--- config.mk ---
export PLATFORM = sky130hd
export DESIGN_NAME = bounce_sprite_engine
export DESIGN_NICKNAME = d
export VERILOG_FILES = /design/src/rtl/bounce_sprite_engine.sv
export SDC_FILE = /design/constraint.sdc
export NUM_CORES = 1
export LEC_CHECK = 0
export BUFFER_PORTS_ARGS = -buffer_cell sky130_fd_sc_hd__buf_2
export CORE_ASPECT_RATIO = 1.25
export CORE_MARGIN = 1.5
export CORE_UTILIZATION = 60
export CTS_BUF_LIST = sky130_fd_sc_hd__clkbuf_4 sky130_fd_sc_hd__clkbuf_8 sky130_fd_sc_hd__clkbuf_16
export DETAILED_ROUTE_END_ITERATION = 12
export PLACE_DENSITY = 0.79
export SETUP_SLACK_MARGIN = 0.1
export SYNTH_ARGS = -nofsm -noshare
export SYNTH_HDL_FRONTEND = slang
export SYNTH_SLANG_ARGS = --single-unit
--- constraint.sdc ---
create_clock -name clk -period 12.53 [get_ports clk]
set_input_delay 2.506 -clock clk [delete_from_list [all_inputs] [get_ports clk]]
set_output_delay 2.506 -clock clk [all_outputs]
set_load 0.01 [all_outputs]
--- src/rtl/bounce_sprite_engine.sv ---
// Bouncing-ball sprite engine: a once-per-frame motion update walks the balls
// one per cycle, while every pixel is coloured ball/shadow/background.
module bounce_sprite_engine #(
    parameter int         NUM_BALLS    = 2,
    parameter int         BALL_R       = 20,
    parameter int         SHADOW_W     = 4,
    parameter int         SPEED        = 2,
    parameter int         H_ACTIVE     = 640,
    parameter int         V_ACTIVE     = 480,
    parameter logic [5:0] BALL_COLOR   = 6'b11_10_00,
    parameter logic [5:0] SHADOW_COLOR = 6'b01_01_01,
    parameter logic [5:0] BG_COLOR     = 6'b00_00_10
) (
    input  logic       clk,
    input  logic       reset,
    input  logic [9:0] hpos,
    input  logic [9:0] vpos,
    input  logic       display_on,
    input  logic       pause,
    output logic [5:0] rgb,
    output logic       frame_done,
    output logic [7:0] bounce_cnt,
    output logic       collide
);
    localparam logic [9:0]  X_HI    = 10'(H_ACTIVE - 1 - BALL_R);
    localparam logic [9:0]  Y_HI    = 10'(V_ACTIVE - 1 - BALL_R);
    localparam logic [9:0]  LO      = 10'(BALL_R);
    localparam logic [10:0] LO_TRIG = 11'(BALL_R + SPEED);
    localparam logic [10:0] STEP11  = 11'(SPEED);
    localparam logic [9:0]  STEP10  = 10'(SPEED);
    localparam logic [21:0] CORE_R2 = 22'(BALL_R * BALL_R);
    localparam logic [21:0] SHAD_R2 = 22'((BALL_R + SHADOW_W) * (BALL_R + SHADOW_W));
    localparam logic [1:0]  K_LAST  = 2'(NUM_BALLS - 1);

    typedef enum logic [1:0] {IDLE, UPDATE, DONE} state_t;

    state_t               state_q, state_d;
    logic [1:0]           k_q, k_d;
    logic                 frame_start;
    logic [NUM_BALLS-1:0] core;
    logic [NUM_BALLS-1:0] shadow;
    logic [NUM_BALLS-1:0][1:0] bounce_inc;
    logic [7:0]           bounce_sum;
    logic [2:0]           hit_cnt;
    logic                 hit;
    logic [5:0]           rgb_q, rgb_d;
    logic [7:0]           bounce_q, bounce_d;
    logic                 collide_q, collide_d;
    logic                 sticky_q, sticky_d;

    // Returns {new_pos, new_dir, bounced}; positions clamp at the walls, never wrap.
    function automatic logic [11:0] step_axis(input logic [9:0] pos, input logic dir,
                                              input logic [9:0] hi);
        logic [10:0] up;
        logic [11:0] r;
        up = {1'b0, pos} + STEP11;
        if (dir) begin
            if (up >= {1'b0, hi}) r = {hi, 1'b0, 1'b1};
            else                  r = {up[9:0], 1'b1, 1'b0};
        end else begin
            if ({1'b0, pos} < LO_TRIG) r = {LO, 1'b1, 1'b1};
            else                       r = {pos - STEP10, 1'b0, 1'b0};
        end
        return r;
    endfunction

    assign frame_start = (hpos == 10'd0) && (vpos == 10'(V_ACTIVE));

    for (genvar gi = 0; gi < NUM_BALLS; gi++) begin : gen_ball
        logic [9:0]         x_q, x_d, y_q, y_d;
        logic               dx_q, dx_d, dy_q, dy_d;
        logic [11:0]        x_step, y_step;
        logic [1:0]         inc;
        logic               sel;
        logic signed [10:0] dxp, dyp;
        logic signed [21:0] sqx, sqy;
        logic [21:0]        d2;

        assign sel    = (state_q == UPDATE) && (k_q == 2'(gi));
        assign x_step = step_axis(x_q, dx_q, X_HI);
        assign y_step = step_axis(y_q, dy_q, Y_HI);

        always_comb begin
            x_d  = x_q;
            y_d  = y_q;
            dx_d = dx_q;
            dy_d = dy_q;
            inc  = 2'd0;
            if (sel) begin
                x_d  = x_step[11:2];
                dx_d = x_step[1];
                y_d  = y_step[11:2];
                dy_d = y_step[1];
                inc  = {1'b0, x_step[0]} + {1'b0, y_step[0]};
            end
        end

        always_ff @(posedge clk) begin
            if (reset) begin
                x_q  <= 10'(BALL_R + 64 + 128 * gi);
                y_q  <= 10'(BALL_R + 40 + 80 * gi);
                dx_q <= ((gi % 2) == 0);
                dy_q <= 1'b1;
            end else begin
                x_q  <= x_d;
                y_q  <= y_d;
                dx_q <= dx_d;
                dy_q <= dy_d;
            end
        end

        // Products of an 11-bit signed value with itself are non-negative and below 2^21.
        assign dxp    = $signed({1'b0, hpos}) - $signed({1'b0, x_q});
        assign dyp    = $signed({1'b0, vpos}) - $signed({1'b0, y_q});
        assign sqx    = dxp * dxp;
        assign sqy    = dyp * dyp;
        assign d2     = $unsigned(sqx) + $unsigned(sqy);
        assign core[gi]       = (d2 <= CORE_R2);
        assign shadow[gi]     = (d2 <= SHAD_R2);
        assign bounce_inc[gi] = inc;
    end

    always_comb begin
        bounce_sum = 8'd0;
        hit_cnt    = 3'd0;
        for (int i = 0; i < NUM_BALLS; i++) begin
            bounce_sum = bounce_sum + 8'(bounce_inc[i]);
            hit_cnt    = hit_cnt + 3'(core[i]);
        end
    end

    assign hit = display_on && (hit_cnt >= 3'd2);

    always_comb begin
        state_d = state_q;
        k_d     = k_q;
        case (state_q)
            IDLE: begin
                if (frame_start && !pause) begin
                    state_d = UPDATE;
                    k_d     = 2'd0;
                end
            end
            UPDATE: begin
                if (k_q == K_LAST) begin
                    state_d = DONE;
                    k_d     = 2'd0;
                end else begin
                    k_d = k_q + 2'd1;
                end
            end
            DONE:    state_d = IDLE;
            default: state_d = IDLE;
        endcase
    end

    always_comb begin
        if (!display_on)  rgb_d = 6'd0;
        else if (|core)   rgb_d = BALL_COLOR;
        else if (|shadow) rgb_d = SHADOW_COLOR;
        else              rgb_d = BG_COLOR;

        bounce_d  = bounce_q + bounce_sum;
        sticky_d  = sticky_q | hit;
        collide_d = collide_q;
        // The overlap seen during the finished frame is published and a new one begins.
        if (frame_start) begin
            collide_d = sticky_q;
            sticky_d  = hit;
        end
    end

    always_ff @(posedge clk) begin
        if (reset) begin
            state_q   <= IDLE;
            k_q       <= 2'd0;
            rgb_q     <= 6'd0;
            bounce_q  <= 8'd0;
            collide_q <= 1'b0;
            sticky_q  <= 1'b0;
        end else begin
            state_q   <= state_d;
            k_q       <= k_d;
            rgb_q     <= rgb_d;
            bounce_q  <= bounce_d;
            collide_q <= collide_d;
            sticky_q  <= sticky_d;
        end
    end

    assign rgb        = rgb_q;
    assign frame_done = (state_q == DONE);
    assign bounce_cnt = bounce_q;
    assign collide    = collide_q;

endmodule
==> impl_metrics.py <==
metrics = {
    "outcome": {
        "status": "finished clean",
    },
    "synthesis": {
        "synthArstFlopShare_pct": 0,
        "ys.warnings.count": 0,
        "yosys.area.top_type": "fa_1",
        "synth_edf_count": 0,
        "synth_ff_type": "dfxtp_1",
        "synth_top_area_share_pct": 41.4,
        "synthCells": 2684,
        "syn-cell-area_mm2": 0.0230,
        "ys_ff_latch": 62,
        "synth_nets": 3403,
        "synth_area_per_cell_um2": 8.56,
        "ys_types": 86,
        "netlist_top_cells_area": "fa_1 41%, ha_1 12%, inv_1 11%, dfxtp_1 5.4%, nor2_1 4.2%",
        "ys_seq_area_share_pct": 5.40,
    },
    "route": {
        "vias_per_cell": 5.84,
        "post-route-drc-count": 0,
        "drtPass1Iterations": 5,
        "dr_total_vias": 18600,
        "detail-route-antenna-nets": 0,
        "drtIter0Drc": 1303,
        "routedWlPerCell_um": 18.6,
        "drt-total-wl_mm": 59.2,
    },
    "timing": {
        "tightest_slew_ps": 1110,
        "final.setup_skew_ps": 9.17,
        "hold_violations": 0,
        "grt_setup_unrepaired": "false",
        "timing.slew.headroom_pct": 25.4,
        "fin_crit_sh_pct": 94.6,
        "fin_setup_tns_ps": 0,
        "fmax_mhz": 84.3,
        "slew_viol_final": 0,
        "fin_crit_ps": 11860,
        "finalSetupViolations": 0,
    },
    "clock_tree": {
        "ctsResizeCount": 0,
        "root_buffer": "clkbuf_16",
        "cts_tree": "built",
        "cts_max_level": 3,
        "cts_made_buffers": 9,
        "hold_buffers": 0,
        "cts_sinks": 62,
        "cts_setup_buffers": 0,
        "clk_pin_slew_ps": 60,
        "clockBufferDepth": 2,
        "clkLatencyLatePin_ps": 350,
    },
    "placement": {
        "port_buffers": 39,
        "gp_congestion": 0.964,
        "place.detailed.hpwl_mm": 50.4,
    },
    "worst_setup_path": {
        "critPathLaunchType": "primary input",
        "cp_common_cell": "fa_1",
        "critPathRequiredTime_ps": 12790,
        "critPathArrivalTime_ps": 12120,
        "cp_max_fo": 11,
        "slowest_delay_ps": 710,
        "crit_type": "in -> reg",
        "crit_path_end_kind": "flip-flop",
        "crit_slowest_cell": "fa_1",
    },
    "floorplan": {
        "start_util_pct": 61.3,
        "fp.dieArea_mm2": 0.0395,
        "pin_count": 40,
        "fp.dieW_um": 178,
        "die_h_um": 222,
        "core_area_mm2": 0.0375,
        "row_count": 79,
    },
    "final_layout": {
        "multiInputGateArea_mm2": 0.0190,
        "final_common_cell": "inv_1",
        "syn2layout_area_growth_pct": 4.36,
        "layout_common_cells": "650 x inv_1, 475 x fa_1, 256 x nor2_1",
        "seqCellArea_mm2": 0.00124,
        "drive_gt1_share_pct": 3.93,
        "fillers": 3145,
        "n_antenna_cell": 0,
        "nNetsFinal": 3409,
    },
    "min_path": {
        "min_path_type": "reg -> reg",
    },
    "global_routing": {
        "grt_pass1_vias": 19900,
        "grt_pass1_wl_mm": 97.3,
        "antenna_found_initial": 2,
        "grt_overflow_total": 0,
        "grt_usage_pct": 31.3,
        "grt_max_degree": 48,
    },
    "job": {
        "drv_cap": 0,
    },
}
==> per-layer routing <==
| layer | up-vias | wire [µm] | GRT usage [%] |
|---|---|---|---|
| met4 | 4 | 3390 | 16.2 |
| li1 | 8371 | - | - |
| met5 | - | 28 | 0 |
| met1 | 9273 | 21700 | 37.2 |
| met2 | 681 | 30500 | 54.6 |
| met3 | 235 | 3520 | 4.65 |
==> final cells by class <==
cell class / count / share of cell area (%)
clock inverters: 6 / 0.188
flip-flops and latches: 62 / 5.18
clock buffers: 10 / 0.997
well taps: 486 / 2.54
multi-input cells: 1891 / 79.2
repair buffers: 61 / 1.50
inverters: 665 / 10.4
==> cells in the mapped netlist (all sizes together), types with 7 or more instances <==
master	n
ha	220
dfxtp	62
o311ai	7
o211ai	7
o21bai	7
nor2	257
mux2i	10
nor3	39
o31ai	11
buf	12
a211oi	16
inv	652
and2	12
xor2	29
a31oi	35
nor2b	28
clkbuf	54
nor4	14
a21o	40
or3	19
fa	475
nand4	12
o21ai	89
a21oi	93
xnor2	77
and3	10
a21boi	7
nand2b	22
clkinv	13
nand2	205
o22ai	9
nand3	47
o21a	13
==> logic make-up after synthesis <==
| group | count (synthesis) | share of synthesized area (%) |
|---|---|---|
| AOI/OAI and AO/OA | 391 | 11.2 |
| adders and majority gates | 695 | 53.4 |
| muxes | 11 | 0.485 |
| and+or+nand+nor | 688 | 13.5 |
| buffers and inverters | 731 | 12.0 |
| DFF | 62 | 5.40 |
| xor gates and xnor gates | 106 | 4.07 |
==> through the flow <==
stage / utilization [%] / cell area [µm²] / worst slack, ps / hold WS [ps] / std cells
floorplan: - / 23000 / 1450 / 450 / 2684
global placement: 63.2 / 23700 / 470 / 471 / 3165
detailed placement: 63.2 / 23700 / 293 / 481 / 3165
CTS: 64.0 / 24000 / 606 / 489 / 3181
global route: 64.0 / 24000 / 223 / 522 / 3181
finish: 64.0 / 24000 / 671 / 484 / 3181
==> sequential cells by signal, summed over array words and instances, names as in the netlist <==
| signal | cells |
|---|---|
| gen_ball.dy_q | 2 |
| gen_ball.dx_q | 2 |
| gen_ball.y_q | 20 |
| state_q | 2 |
| rgb | 4 |
| collide | 1 |
| bounce_cnt | 8 |
| sticky_q | 1 |
| gen_ball.x_q | 20 |
| k_q | 2 |
==> worst max-delay path: cells and delay by family <==
kind | cells | cell delay (ps)
adders and majority gates | 9 | 4690
AOI/OAI and AO/OA | 10 | 2260
and+or+nand+nor | 7 | 1360
buffers and inverters | 9 | 1280
==> worst paths after layout <==
check / startpoint / endpoint / slack (ps) / cells past startpoint
worst max-delay path: vpos[1] / rgb[0] / 670 / 35
worst min-delay path: gen_ball[1].y_q[8] / gen_ball[1].y_q[8] / 480 / 2
worst max register to register: gen_ball[1].x_q[1] / rgb[0] / 2290 / 33
worst min register to register: gen_ball[1].y_q[8] / gen_ball[1].y_q[8] / 480 / 2
Power is not shown: default switching activity piles up to over one toggle a cycle in this logic, so the estimate is an artifact.
